### config.mk
export PLATFORM = sky130hd
export DESIGN_NAME = sprite_motion_array_flat
export DESIGN_NICKNAME = d
export VERILOG_FILES = /design/src/rtl/sprite_motion_if.sv /design/src/rtl/sprite_motion_array.sv /design/src/flat_wrapper.sv
export SDC_FILE = /design/constraint.sdc
export NUM_CORES = 1
export LEC_CHECK = 0
export BUFFER_PORTS_ARGS = -buffer_cell sky130_fd_sc_hd__buf_2
export CAP_MARGIN = 5
export CORE_UTILIZATION = 30
export CTS_BUF_LIST = sky130_fd_sc_hd__clkbuf_16
export DETAILED_ROUTE_END_ITERATION = 6
export PLACE_DENSITY = 0.49
export SLEW_MARGIN = 10
export SYNTH_ARGS = -nofsm -noshare
export SYNTH_HDL_FRONTEND = slang
export SYNTH_SLANG_ARGS = --single-unit
### constraint.sdc
create_clock -name clk -period 2.9 [get_ports clk]
set_clock_uncertainty 0.05 [all_clocks]
set_input_delay 0.29 -clock clk [delete_from_list [all_inputs] [get_ports clk]]
set_output_delay 0.29 -clock clk [all_outputs]
set_load 0.02 [all_outputs]
### src/rtl/sprite_motion_if.sv
// Bus bundle between the keyboard/VGA side and the sprite motion engine.
// master: drives vs, keycodes, keymap and the spawn centres, and receives the sprite state.
// slave:  the motion engine, which consumes those inputs and drives pos/size/flags.
interface sprite_motion_if #(
  parameter int unsigned NUM_SPRITES = 2,
  parameter int unsigned NUM_KEYS    = 6
);
  logic                      vs;
  logic [8*NUM_KEYS-1:0]     keycodes;
  logic [32*NUM_SPRITES-1:0] keymap;
  logic [10*NUM_SPRITES-1:0] start_x;
  logic [10*NUM_SPRITES-1:0] start_y;
  logic [10*NUM_SPRITES-1:0] pos_x;
  logic [10*NUM_SPRITES-1:0] pos_y;
  logic [10*NUM_SPRITES-1:0] size;
  logic [NUM_SPRITES-1:0]    wall_hit;
  logic [NUM_SPRITES-1:0]    collide;
  logic                      frame_done;
  logic                      valid;

  modport master (
    output vs, keycodes, keymap, start_x, start_y,
    input  pos_x, pos_y, size, wall_hit, collide, frame_done, valid
  );

  modport slave (
    input  vs, keycodes, keymap, start_x, start_y,
    output pos_x, pos_y, size, wall_hit, collide, frame_done, valid
  );
endinterface

### src/rtl/sprite_motion_array.sv
// Per-frame keyboard-driven motion engine for NUM_SPRITES sprites on a VGA frame.
// Ports: clk, rst_n (async active-low), bus (sprite_motion_if.slave):
//   in  vs, keycodes, keymap, start_x, start_y
//   out pos_x, pos_y, size, wall_hit (pulse), collide (level), frame_done (pulse), valid
// A rising edge of vs seen in IDLE runs UPDATE -> CHECK -> COMMIT; results land
// on the edge that ends COMMIT.
module sprite_motion_array #(
  parameter int unsigned NUM_SPRITES = 2,
  parameter int unsigned NUM_KEYS    = 6,
  parameter int unsigned SCREEN_W    = 640,
  parameter int unsigned SCREEN_H    = 480,
  parameter int unsigned SPRITE_S    = 4,
  parameter int unsigned MAX_SPEED   = 3,
  parameter int unsigned MOMENTUM    = 0
) (
  input  logic           clk,
  input  logic           rst_n,
  sprite_motion_if.slave bus
);
  localparam int unsigned PW = 10;
  localparam int unsigned CW = 12;
  localparam int unsigned DW = PW + 1;
  localparam int unsigned VW = 4;
  localparam logic signed [VW-1:0] VMAX    = VW'(MAX_SPEED);
  localparam logic signed [CW-1:0] LO      = CW'(SPRITE_S);
  localparam logic signed [CW-1:0] HI_X    = CW'(SCREEN_W - 1 - SPRITE_S);
  localparam logic signed [CW-1:0] HI_Y    = CW'(SCREEN_H - 1 - SPRITE_S);
  localparam logic [DW-1:0]        MIN_SEP = DW'(2 * SPRITE_S);

  typedef enum logic [2:0] {S_INIT, S_IDLE, S_UPDATE, S_CHECK, S_COMMIT} state_t;

  state_t                      state_q, state_d;
  logic                        vs_q;
  logic [PW*NUM_SPRITES-1:0]   pos_x_q, pos_y_q;
  logic signed [VW-1:0]        vel_x_q [NUM_SPRITES];
  logic signed [VW-1:0]        vel_y_q [NUM_SPRITES];
  logic [PW-1:0]               cand_x_q [NUM_SPRITES];
  logic [PW-1:0]               cand_y_q [NUM_SPRITES];
  logic [PW-1:0]               cand_x_d [NUM_SPRITES];
  logic [PW-1:0]               cand_y_d [NUM_SPRITES];
  logic signed [VW-1:0]        cvel_x_q [NUM_SPRITES];
  logic signed [VW-1:0]        cvel_y_q [NUM_SPRITES];
  logic signed [VW-1:0]        cvel_x_d [NUM_SPRITES];
  logic signed [VW-1:0]        cvel_y_d [NUM_SPRITES];
  logic [NUM_SPRITES-1:0]      wall_d, wall_q, coll_d, coll_q;
  logic [NUM_SPRITES-1:0]      wall_hit_q, collide_q;
  logic                        frame_done_q, valid_q;

  // A direction is held when its non-zero code appears in any keycode slot.
  function automatic logic key_held(input logic [7:0] code, input logic [8*NUM_KEYS-1:0] keys);
    logic hit;
    hit = 1'b0;
    for (int k = 0; k < NUM_KEYS; k++)
      if (code != 8'h00 && keys[8*k +: 8] == code) hit = 1'b1;
    return hit;
  endfunction

  // Opposing keys cancel; momentum mode ramps by one and decays toward zero.
  function automatic logic signed [VW-1:0] next_vel(input logic signed [VW-1:0] v,
                                                    input logic pos, input logic neg);
    logic                 p, n;
    logic signed [VW-1:0] r;
    p = pos & ~neg;
    n = neg & ~pos;
    r = '0;
    if (MOMENTUM == 0) begin
      if (p)      r = VMAX;
      else if (n) r = -VMAX;
    end else begin
      if (p)                 r = (v >= VMAX)  ? VMAX  : v + 4'sd1;
      else if (n)            r = (v <= -VMAX) ? -VMAX : v - 4'sd1;
      else if (v > 4'sd0)    r = v - 4'sd1;
      else if (v < 4'sd0)    r = v + 4'sd1;
    end
    return r;
  endfunction

  // Returns {clamped, position} with the candidate saturated to [LO, hi].
  function automatic logic [PW:0] clamp(input logic signed [CW-1:0] c,
                                        input logic signed [CW-1:0] hi);
    if (c < LO) return {1'b1, LO[PW-1:0]};
    if (c > hi) return {1'b1, hi[PW-1:0]};
    return {1'b0, c[PW-1:0]};
  endfunction

  // State register.
  always_ff @(posedge clk or negedge rst_n) begin
    if (!rst_n) state_q <= S_INIT;
    else        state_q <= state_d;
  end

  // Next-state logic; ticks outside IDLE are simply not looked at.
  always_comb begin
    state_d = state_q;
    case (state_q)
      S_INIT:   state_d = S_IDLE;
      S_IDLE:   if (!vs_q && bus.vs) state_d = S_UPDATE;
      S_UPDATE: state_d = S_CHECK;
      S_CHECK:  state_d = S_COMMIT;
      S_COMMIT: state_d = S_IDLE;
      default:  state_d = S_INIT;
    endcase
  end

  // Candidate velocity/position per sprite with edge clamping.
  always_comb begin
    logic [31:0]          km;
    logic signed [VW-1:0] vx, vy;
    logic signed [CW-1:0] cx, cy;
    logic [PW:0]          rx, ry;
    km = '0; vx = '0; vy = '0; cx = '0; cy = '0; rx = '0; ry = '0;
    wall_d = '0;
    for (int i = 0; i < NUM_SPRITES; i++) begin
      km = bus.keymap[32*i +: 32];
      vx = next_vel(vel_x_q[i], key_held(km[7:0], bus.keycodes), key_held(km[15:8], bus.keycodes));
      vy = next_vel(vel_y_q[i], key_held(km[23:16], bus.keycodes), key_held(km[31:24], bus.keycodes));
      cx = $signed({2'b00, pos_x_q[PW*i +: PW]}) + $signed({{(CW-VW){vx[VW-1]}}, vx});
      cy = $signed({2'b00, pos_y_q[PW*i +: PW]}) + $signed({{(CW-VW){vy[VW-1]}}, vy});
      rx = clamp(cx, HI_X);
      ry = clamp(cy, HI_Y);
      cand_x_d[i] = rx[PW-1:0];
      cand_y_d[i] = ry[PW-1:0];
      cvel_x_d[i] = rx[PW] ? '0 : vx;
      cvel_y_d[i] = ry[PW] ? '0 : vy;
      wall_d[i]   = rx[PW] | ry[PW];
    end
  end

  // Pairwise box overlap on the candidate centres.
  always_comb begin
    logic signed [DW-1:0] dx, dy;
    logic [DW-1:0]        adx, ady;
    dx = '0; dy = '0; adx = '0; ady = '0;
    coll_d = '0;
    for (int i = 0; i < NUM_SPRITES; i++) begin
      for (int j = 0; j < NUM_SPRITES; j++) begin
        if (i != j) begin
          dx  = $signed({1'b0, cand_x_q[i]}) - $signed({1'b0, cand_x_q[j]});
          dy  = $signed({1'b0, cand_y_q[i]}) - $signed({1'b0, cand_y_q[j]});
          adx = dx[DW-1] ? -dx : dx;
          ady = dy[DW-1] ? -dy : dy;
          if (adx < MIN_SEP && ady < MIN_SEP) coll_d[i] = 1'b1;
        end
      end
    end
  end

  // Datapath registers; an overlapping sprite keeps its old position and stops.
  always_ff @(posedge clk or negedge rst_n) begin
    if (!rst_n) begin
      vs_q         <= 1'b1;
      pos_x_q      <= '0;
      pos_y_q      <= '0;
      wall_q       <= '0;
      coll_q       <= '0;
      wall_hit_q   <= '0;
      collide_q    <= '0;
      frame_done_q <= 1'b0;
      valid_q      <= 1'b0;
      for (int i = 0; i < NUM_SPRITES; i++) begin
        vel_x_q[i]  <= '0;
        vel_y_q[i]  <= '0;
        cand_x_q[i] <= '0;
        cand_y_q[i] <= '0;
        cvel_x_q[i] <= '0;
        cvel_y_q[i] <= '0;
      end
    end else begin
      vs_q         <= bus.vs;
      frame_done_q <= 1'b0;
      wall_hit_q   <= '0;
      case (state_q)
        S_INIT: begin
          pos_x_q <= bus.start_x;
          pos_y_q <= bus.start_y;
          valid_q <= 1'b1;
        end
        S_UPDATE: begin
          wall_q <= wall_d;
          for (int i = 0; i < NUM_SPRITES; i++) begin
            cand_x_q[i] <= cand_x_d[i];
            cand_y_q[i] <= cand_y_d[i];
            cvel_x_q[i] <= cvel_x_d[i];
            cvel_y_q[i] <= cvel_y_d[i];
          end
        end
        S_CHECK: coll_q <= coll_d;
        S_COMMIT: begin
          for (int i = 0; i < NUM_SPRITES; i++) begin
            if (coll_q[i]) begin
              vel_x_q[i] <= '0;
              vel_y_q[i] <= '0;
            end else begin
              pos_x_q[PW*i +: PW] <= cand_x_q[i];
              pos_y_q[PW*i +: PW] <= cand_y_q[i];
              vel_x_q[i]          <= cvel_x_q[i];
              vel_y_q[i]          <= cvel_y_q[i];
            end
          end
          collide_q    <= coll_q;
          wall_hit_q   <= wall_q;
          frame_done_q <= 1'b1;
        end
        default: ;
      endcase
    end
  end

  for (genvar g = 0; g < NUM_SPRITES; g++) begin : g_size
    assign bus.size[PW*g +: PW] = PW'(SPRITE_S);
  end

  assign bus.pos_x      = pos_x_q;
  assign bus.pos_y      = pos_y_q;
  assign bus.wall_hit   = wall_hit_q;
  assign bus.collide    = collide_q;
  assign bus.frame_done = frame_done_q;
  assign bus.valid      = valid_q;
endmodule

### src/flat_wrapper.sv
// flat-port wrapper written by rule: the top's interface ports become plain ports
module sprite_motion_array_flat 
#(
  parameter int unsigned NUM_SPRITES = 2,
  parameter int unsigned NUM_KEYS    = 6,
  parameter int unsigned SCREEN_W    = 640,
  parameter int unsigned SCREEN_H    = 480,
  parameter int unsigned SPRITE_S    = 4,
  parameter int unsigned MAX_SPEED   = 3,
  parameter int unsigned MOMENTUM    = 0
)
  (clk, rst_n, bus_vs, bus_keycodes, bus_keymap, bus_start_x, bus_start_y, bus_pos_x, bus_pos_y, bus_size, bus_wall_hit, bus_collide, bus_frame_done, bus_valid);
  sprite_motion_if #(.NUM_SPRITES(NUM_SPRITES), .NUM_KEYS(NUM_KEYS)) bus_i ();
  input  logic clk;
  input  logic rst_n;
  input wire logic [$bits(bus_i.vs)-1:0] bus_vs;
  input wire logic [$bits(bus_i.keycodes)-1:0] bus_keycodes;
  input wire logic [$bits(bus_i.keymap)-1:0] bus_keymap;
  input wire logic [$bits(bus_i.start_x)-1:0] bus_start_x;
  input wire logic [$bits(bus_i.start_y)-1:0] bus_start_y;
  output wire logic [$bits(bus_i.pos_x)-1:0] bus_pos_x;
  output wire logic [$bits(bus_i.pos_y)-1:0] bus_pos_y;
  output wire logic [$bits(bus_i.size)-1:0] bus_size;
  output wire logic [$bits(bus_i.wall_hit)-1:0] bus_wall_hit;
  output wire logic [$bits(bus_i.collide)-1:0] bus_collide;
  output wire logic [$bits(bus_i.frame_done)-1:0] bus_frame_done;
  output wire logic [$bits(bus_i.valid)-1:0] bus_valid;
  assign bus_i.vs = bus_vs;
  assign bus_i.keycodes = bus_keycodes;
  assign bus_i.keymap = bus_keymap;
  assign bus_i.start_x = bus_start_x;
  assign bus_i.start_y = bus_start_y;
  assign bus_pos_x = bus_i.pos_x;
  assign bus_pos_y = bus_i.pos_y;
  assign bus_size = bus_i.size;
  assign bus_wall_hit = bus_i.wall_hit;
  assign bus_collide = bus_i.collide;
  assign bus_frame_done = bus_i.frame_done;
  assign bus_valid = bus_i.valid;
  sprite_motion_array #(.NUM_SPRITES(NUM_SPRITES), .NUM_KEYS(NUM_KEYS), .SCREEN_W(SCREEN_W), .SCREEN_H(SCREEN_H), .SPRITE_S(SPRITE_S), .MAX_SPEED(MAX_SPEED), .MOMENTUM(MOMENTUM)) u_core (.clk(clk), .rst_n(rst_n), .bus(bus_i));
endmodule
==> impl_metrics.tcl, run 1 <==
set metrics [dict create \
    crit_chain "buf_12 -> buf_6 -> xor2_1 -> nor4_1 -> nand2_1 -> o21ai_1 -> o31a_1 -> buf_6 -> ha_4 -> ha_4 -> a211oi_4 -> o21ai_2 -> a221o_1 -> a31o_4 -> or3_4 -> a2111oi_4 -> a311oi_4 -> a21boi_4 -> a22o_1" \
    max_freq_mhz 250 \
    critical_path_arrival_ns 4.21 \
    setup_violations 41 \
    worst_slew_pin_slew_ns 0.700 \
    violations "negative setup slack" \
    rows 77 \
    grt_max_degree 51 \
    min_period_over_period_pct 138 \
    area_delta_synth_final_pct 48.6 \
    swShare_pct 46.7 \
    design_area_sq_um 20100 \
    hold_class "input pin to register" \
    route.detailed.drc 0 \
    drt_first_pass_iters 7 \
    routabilityCongestion 0.940 \
    vias_per_cell 4.95 \
    drv_cap 0 \
    fin_crit_ns 4.01 \
    hold_viol_final 0 \
    io_pins 221 \
    num-nets-final 2452 \
    synthAdderAreaFrac_pct 9.67 \
    critPathLaunch "bus_keycodes[16]" \
    dp.cells 2731 \
    die_area_sq_um 46000 \
    place_area_sq_um 18200 \
    core_sq_um 44400 \
    fin_cells 2795 \
    async_flop_share_pct 100 \
    synth_area_sq_um 13600 \
    ant_nets 0 \
    r2r-start "u_core.bus.pos_x[11]" \
    die_h_um 215 \
    clock_sink_count 94 \
    fin_ws_ns -1.11 \
    synth_top_family_by_area "XOR/XNOR gates" \
    use_met2_pct 38.4 \
    syn-instance-count 1699 \
    synthMuxAreaShare_pct 3.50 \
    antenna_found_initial 1 \
    outcome "finished, violations left" \
    root_buffer "clkbuf_16" \
    yosys.area_share.simple_pct 16.2 \
    avgSynthCellArea_sq_um 7.98 \
    slew_headroom_pct 53.3 \
    initial_core_util_pct 30.5 \
    nFillCells 4344 \
    ys_seq_elements 94 \
    track_usage_pct 21.8 \
    grt_pass1_vias 13900 \
    rsz0062_at_grt "yes" \
    clkPwrFrac_pct 8.0 \
    yosysWarnings 0 \
    hold_ws_ns 0.171 \
    powerDensity_nw_per_um2 825 \
    clkLatencyLatePin_ns 0.36 \
    power.share.sequential_pct 14.5 \
    busiest_layer "met2" \
    ys_types 80 \
    critPathSlowestCell "or3_4" \
    max-clock-path-buffers 2 \
    synthFlopType "dfrtp_1" \
    final.setup.tns_ns -40.05 \
    die_width_um 215 \
    routed-via-count 13800 \
    hpwl_um 40800 \
    place.port_buffers 200 \
    cts_buffers 9 \
    switchingPower_mw 7.76 \
    combinationalPowerShare_pct 77.5 \
    p_int_mw 8.86 \
    holdCritStartpoint "bus_start_y[3]" \
    synth_xor_area_share_pct 28.3 \
    htree_levels 3 \
    path_class "input pin to register" \
    grt_util_met1_pct 28.1 \
    tritoncts "built" \
    worstSetupStartpointType "input pin" \
    endpoint_kind "register" \
    power_mw 16.6 \
    wirelength_um 51200 \
    peakVddDrop_mv 0.561 \
    drive_gt1_share_pct 37.7 \
    synth_seq_area_share_pct 17.4 \
    grt.overflow.total 0 \
    worstPathRequired_ns 3.11 \
    slew_violations 0 \
    dr.first_iter.drc_count 587 \
    clk_pin_slew_ns 0.08 \
    use_met3_pct 2.04 \
    worstPathMaxFanout 6 \
    wl_per_cell_um 18.3 \
    grt_pass1_wl_um 78900 \
    leakagePower_nw 8.98 \
    synth_compound_area_share_pct 17.2 \
    synth-edff-count 0 \
    crit_path_max_incr_delay_ns 0.39 \
]
## worst max-delay path: cells and delay by family
| kind | cells | cell delay, ns |
|---|---|---|
| AOI/OAI and AO/OA | 10 | 2.25 |
| and+or+nand+nor | 3 | 0.83 |
| buffers and inverters | 3 | 0.36 |
| adders and majority gates | 2 | 0.33 |
| xor gates and xnor gates | 1 | 0.14 |
## cell families (layout without fill, tap and decap cells)
logic type               after synthesis  after routing
AO/OA/AOI/OAI                        343            343
XOR/XNOR                             438            438
adder cells (fa/ha/maj)              100            100
buffers and inverters                252            737
flip-flops                            94             94
multiplexers                          47             47
other                                  2             21
AND/OR/NAND/NOR                      423            423
## flip-flops by register name, indices dropped and copies added, names as in the netlist, 3 cells and up
| name | count |
|---|---|
| u_core.bus.pos_x | 20 |
| u_core.bus.pos_y | 20 |
| u_core.cand_x_q | 20 |
| u_core.cand_y_q | 20 |
| u_core.state_q | 3 |
## worst paths after layout
check / end / slack, ns / depth (start not counted)
min in group asynchronous: u_core.bus.pos_y[18] / 0.47 / 2
min reg2reg: u_core.bus.collide[1] / 0.46 / 1
max reg2reg: u_core.cand_x_q[7] / -0.24 / 10
max in group asynchronous: u_core.cand_y_q[11] / 1.61 / 3
max: u_core.cand_x_q[7] / -1.11 / 19
min: u_core.bus.pos_y[3] / 0.17 / 3
## power groups by stage
stage	sequential, mW	combinational, mW	clock [mW]
finish	2.42	12.9	1.33
global placement	2.44	11.3	0
CTS	2.44	12.2	1.36
global route	2.50	14.1	1.40
floorplan	2.68	6.93	0
detailed placement	2.46	11.4	0
## cell usage after synthesis, types with 15 or more instances
cell      number  area (sq um)
nor3_1        20           100
o21a_1        19           143
nor2_1       101           379
a21o_1        28           210
nand4_1       55           344
mux2i_1       44           440
nand2_1       77           289
nor2b_1       23           144
dfrtp_1       93          2330
buf_1         48           180
nand3_1       17          85.1
clkbuf_1      92           345
inv_1         88           330
ha_1          92          1150
nor4_1        69           432
o21ai_0       59           295
a21oi_1       96           480
xnor2_1      226          1980
xor2_1       212          1860
o31ai_1       16           120
a211oi_1      15           113
buf_4         21           158
## per-stage QoR
stage          util [%]  setup WS (ns)
6_report           45.4          -1.11
5_1_grt            45.4          -1.34
4_1_cts            44.2          -1.10
3_5_place_dp       41.1          -1.99
3_3_place_gp       41.1          -1.93
2_1_floorplan         -          -1.08
## per-layer routing
metal  vias to the layer above  share of wire (%)
met4                         0                2.3
met5                         -                  0
li1                       6840                  -
met2                       360                 49
met3                        65                3.9
met1                      6577                 45
## layout by cell type (no fill, tap or decap), types with 55 or more instances in the layout
cell	n
nand4_1	55
buf_2	131
xnor2_1	214
ha_1	74
a21oi_1	81
dfrtp_1	92
xor2_1	206
nand2_1	75
buf_4	408
inv_1	80
nor2_1	95
## layout make-up
class                           count  area [sq um]  area share, %
Timing Repair Buffer              633          5140           25.5
Antenna cell                        1          2.50         0.0124
Inverter                           88           333           1.65
Tap cell                          592           741           3.68
Multi-Input combinational cell   1371         11300           55.9
Sequential cell                    94          2350           11.7
Clock buffer                        9           225           1.12
Clock inverter                      7          88.8          0.441
## repair_timing
item | in CTS | in global routing
hold endpoints to repair | 49 | 0
gates resized for setup | 217 | 93
cloned | 0 | 0
setup buffers | 32 | 17
setup endpoints to repair | 42 | 42
pin swaps | 97 | 64
hold buffers | 2 | 0
Note: power is estimated with default switching activity, not from simulation.
==> run 2, diff against run 1 <==
- SKIP_CTS_REPAIR_TIMING: default -> 1
==> impl_metrics.tcl, run 2 (same netlist as run 1, synthesis figures left out) <==
set metrics [dict create \
    outcome "finished, violations left" \
    violations "negative setup slack" \
    root_buffer "clkbuf_16" \
    crit_top_cell "ha_4" \
    clkPwrFrac_pct 8.1 \
    grt_max_degree 51 \
    dr.first_iter.drc_count 643 \
    critPathLaunch "bus_keycodes[35]" \
    nFillCells 4336 \
    worstPathRequired_ns 3.10 \
    initial_core_util_pct 30.5 \
    track_usage_pct 21.3 \
    r2r-start "u_core.bus.pos_x[11]" \
    r2r_end "u_core.cand_x_q[7]" \
    peakVddDrop_mv 0.537 \
    layout_common_cells "366 x buf_4, 213 x xnor2_1, 190 x xor2_1, 142 x buf_2, 94 x nor2_1" \
    routabilityCongestion 0.940 \
    hold_viol_final 0 \
    wirelength_um 51000 \
    cts_buffers 9 \
    io_pins 221 \
    power.share.sequential_pct 14.8 \
    final.setup.tns_ns -40.42 \
    antenna_found_initial 1 \
    rows 77 \
    htree_levels 3 \
    worst_slew_pin_slew_ns 0.699 \
    place.port_buffers 200 \
    drt_first_pass_iters 5 \
    crit_family "compound AO/OA/AOI/OAI gates" \
    grt_pass1_wl_um 76900 \
    wl_per_cell_um 18.4 \
    swShare_pct 47.2 \
    rrSetupSlack_ns -0.27 \
    rsz0062_at_grt "yes" \
    ant_nets 0 \
    hold_class "input pin to register" \
    tritoncts "built" \
    num-nets-final 2434 \
    final_util_pct 45.7 \
    max_freq_mhz 245 \
    vias_per_cell 4.96 \
    holdPathStages 3 \
    crit_path_max_incr_delay_ns 0.40 \
    leakagePower_nw 8.94 \
    powerDensity_nw_per_um2 805 \
    die_width_um 215 \
    combinationalPowerShare_pct 77.1 \
    fin_ws_ns -1.18 \
    endpoint_kind "register" \
    critPathBufInv 2 \
    max-clock-path-buffers 2 \
    drive_gt1_share_pct 38.4 \
    path_class "input pin to register" \
    area_delta_synth_final_pct 49.7 \
    setup_violations 41 \
    reg2reg_depth 10 \
    fin_cells 2777 \
    slew_headroom_pct 53.4 \
    grt.overflow.total 0 \
    critical_path_arrival_ns 4.28 \
    hpwl_um 40800 \
    worstSetupStartpointType "input pin" \
    endpoint "u_core.cand_x_q[7]" \
    clock_sink_count 94 \
    fin_crit_ns 4.08 \
    drv_cap 0 \
    clkLatencyLatePin_ns 0.36 \
    worstPathMaxFanout 6 \
    critPathSlowestCell "a2111oi_4" \
    crit_chain "buf_2 -> xor2_1 -> nor4_2 -> nand2_1 -> o21ai_2 -> o31ai_4 -> inv_2 -> ha_4 -> ha_4 -> o21a_1 -> and3_1 -> a221o_1 -> a31o_4 -> or3_4 -> a2111oi_4 -> a311oi_4 -> a21boi_4 -> a22o_1" \
    p_int_mw 8.62 \
    routed-via-count 13800 \
    design_area_sq_um 20300 \
    die_h_um 215 \
    clk_pin_slew_ns 0.07 \
    switchingPower_mw 7.72 \
    min_period_over_period_pct 141 \
    core_sq_um 44400 \
    final_common_cell "buf_4" \
    die_area_sq_um 46000 \
    place_area_sq_um 18200 \
    dp.cells 2731 \
    cp.depth 18 \
    slew_violations 0 \
    grt_pass1_vias 13500 \
    route.detailed.drc 0 \
]
run 2: cell types whose count changed in the layout (fill, tap and decap cells not counted), sizes merged:
cell / change
inv: -1
clkbuf: +13
clkinv: +1
buf: -31
run 2: metrics by stage:
stage               power [mW]  hold WS (ns)  worst slack [ns]
detailed placement        13.8         0.334             -1.99
floorplan                 9.61       -0.0556             -1.08
CTS                       15.2       -0.0539             -1.59
finish                    16.3         0.175             -1.18
global placement          13.7         0.331             -1.93
global route              17.7         0.193             -1.35
run 2: worst min-delay path by stage:
| stage | start | to | slack, ns |
|---|---|---|---|
| 2_1_floorplan | rst_n | u_core.bus.collide[0] | -0.06 |
| 3_3_place_gp | rst_n | u_core.bus.pos_y[12] | 0.33 |
| 3_5_place_dp | rst_n | u_core.bus.pos_y[12] | 0.33 |
| 4_1_cts | rst_n | u_core.cand_y_q[0] | -0.05 |
| 5_1_grt | bus_start_x[6] | u_core.bus.pos_x[6] | 0.19 |
| 6_report | bus_start_x[10] | u_core.bus.pos_x[10] | 0.18 |
run 2: cell type report:
type / count / area, sq um / share of cell area, %
inverters: 88 / 343 / 1.69
clock buffers: 9 / 225 / 1.11
clock inverters: 7 / 88.8 / 0.438
diodes: 1 / 2.50 / 0.0123
multi-input cells: 1371 / 11500 / 56.7
repair buffers: 615 / 5030 / 24.8
well taps: 592 / 741 / 3.65
flip-flops and latches: 94 / 2350 / 11.6
run 2: worst register-to-register path, delay by kind of cell, from the launching register on:
family	cells	cell delay, ns
fa+ha+maj	1	0.35
compound gates	8	1.90
simple gates	1	0.37
flops	1	0.39
run 2: power by group through the flow:
stage | Combinational [mW] | Sequential [mW] | Clock [mW]
floorplan | 6.93 | 2.68 | 0
global placement | 11.3 | 2.44 | 0
detailed placement | 11.4 | 2.46 | 0
CTS | 11.4 | 2.43 | 1.36
global route | 13.8 | 2.50 | 1.40
finish | 12.6 | 2.42 | 1.32
run 2: routing by layer:
layer  GRT usage, %  vias up  share of wire, %
li1               -     6795                 -
met1           27.8     6548                45
met2           37.1      345                49
met3           1.89       73               3.5
met4           5.95        0               2.4
met5              0        -                 0
==> run 3, diff against run 2 <==
==> constraint.sdc (replaced) <==
create_clock -name clk -period 2.9 [get_ports clk]
set_clock_uncertainty 0.05 [all_clocks]
set_input_delay 0.435 -clock clk [delete_from_list [all_inputs] [get_ports clk]]
set_output_delay 0.435 -clock clk [all_outputs]
set_load 0.02 [all_outputs]
==> impl_metrics.tcl, run 3 (same netlist as run 1, synthesis figures left out) <==
set metrics [dict create \
    max_freq_mhz 231 \
    hpwl_um 41700 \
    htree_levels 3 \
    seq_area_sq_um 2350 \
    place_area_sq_um 18200 \
    multi_input_area_sq_um 11600 \
    clk_pin_slew_ns 0.07 \
    die_width_um 215 \
    path_class "input pin to register" \
    routed-via-count 14000 \
    min_period_over_period_pct 149 \
    grt_pass1_vias 13900 \
    area_delta_synth_final_pct 49.6 \
    violations "design-rule violations, negative setup slack" \
    initial_core_util_pct 30.5 \
    rsz0062_at_grt "yes" \
    fin_crit_ns 4.33 \
    drt_first_pass_iters 7 \
    die_h_um 215 \
    powerDensity_nw_per_um2 804 \
    nFillCells 4386 \
    fin_ws_ns -1.43 \
    root_buffer "clkbuf_16" \
    slew_violations 0 \
    setup_violations 42 \
    vias_per_cell 4.99 \
    clock_sink_count 94 \
    core_sq_um 44400 \
    die_area_sq_um 46000 \
    num-nets-final 2452 \
    outcome "finished, violations left" \
    wl_per_cell_um 18.6 \
    ant_nets 0 \
    place.port_buffers 200 \
    dr.first_iter.drc_count 652 \
    clkLatencyLatePin_ns 0.36 \
    grt.overflow.total 0 \
    worstSetupStartpointType "input pin" \
    crit_path_max_incr_delay_ns 0.56 \
    track_usage_pct 21.8 \
    rows 77 \
    drv_cap 0 \
    design_area_sq_um 20300 \
    critPathSlowestCell "or4_4" \
    max-clock-path-buffers 2 \
    final_common_cell "buf_4" \
    grt_pass1_wl_um 78700 \
    cts_buffers 9 \
    hold_ws_ns 0.0347 \
    wirelength_um 51900 \
    crit_chain "buf_6 -> xor2_2 -> nor4_4 -> nand2_1 -> o21ai_1 -> o31a_1 -> ha_1 -> inv_1 -> ha_2 -> inv_2 -> fa_2 -> nor2b_2 -> o2111ai_1 -> nand3_1 -> a41o_1 -> nor2_2 -> or4_4 -> o41ai_4 -> a21oi_4 -> a22o_1" \
    routabilityCongestion 0.958 \
    worstPathRequired_ns 3.10 \
    drive_gt1_share_pct 39.7 \
    slew_headroom_pct 59.8 \
    route.detailed.drc 1 \
    grt_max_degree 54 \
    hold_class "input pin to async pin" \
    hold_viol_final 0 \
    peakVddDrop_mv 0.503 \
    antenna_found_initial 1 \
    tritoncts "built" \
    endpoint_kind "register" \
    worst_slew_pin_slew_ns 0.603 \
    worstPathMaxFanout 8 \
    io_pins 221 \
    layout_common_cells "404 x buf_4, 217 x xnor2_1, 190 x xor2_1, 137 x buf_2, 97 x nor2_1" \
    critical_path_arrival_ns 4.53 \
    leakagePower_nw 8.93 \
]
==> run 3: final timing paths <==
kind	slack, ns	start	depth (start not counted)	endpoint
min	0.03	rst_n	1	u_core.bus.pos_y[14]
max in group asynchronous	2.04	rst_n	2	u_core.vs_q
min reg2reg	0.45	u_core.bus.collide[1]	1	u_core.bus.collide[1]
max	-1.43	bus_keycodes[16]	20	u_core.cand_y_q[18]
min in group clk	0.13	bus_vs	1	u_core.vs_q
max reg2reg	-0.34	u_core.bus.pos_y[0]	13	u_core.cand_y_q[18]
==> run 3: critical path, delay by kind of cell <==
family                   cells  cell delay, ns
AO/OA/AOI/OAI                7            1.49
AND/OR/NAND/NOR              6            1.35
adder cells (fa/ha/maj)      3            0.82
buffers and inverters        3            0.24
XOR/XNOR                     1            0.19
==> run 3: where the power goes <==
part           leakage, nW  switching, mW  internal [mW]
sequential            1.10          0.569           1.87
combinational         7.70           6.69           6.03
clock                0.133          0.560          0.583
total                 8.93           7.82           8.49
==> run 3: metrics by stage <==
step	worst slack, ns	setup TNS (ns)	total power, mW	utilization, %	std cells
2_1_floorplan	-1.22	-39.04	9.61	-	1717
5_1_grt	-1.56	-53.97	17.7	45.7	2794
4_1_cts	-1.70	-57.77	15.1	41.6	2763
3_3_place_gp	-2.04	-70.59	13.7	41.0	2747
3_5_place_dp	-2.08	-72.44	13.9	41.0	2747
6_report	-1.43	-47.12	16.3	45.7	2795
==> run 3: per-layer routing <==
metal	track usage (%)	share of wire, %	vias up
met5	0	0	-
met4	5.79	2.4	0
met3	2.74	4.4	65
met2	38.3	50	380
met1	27.8	43	6705
li1	-	-	6811
==> run 3: final cells by class <==
cell class | count | share of cell area [%]
clock inverters | 7 | 0.247
inverters | 88 | 1.64
well taps | 592 | 3.65
flip-flops and latches | 94 | 11.6
multi-input cells | 1371 | 57.2
diodes | 1 | 0.0123
repair buffers | 633 | 24.6
clock buffers | 9 | 1.11
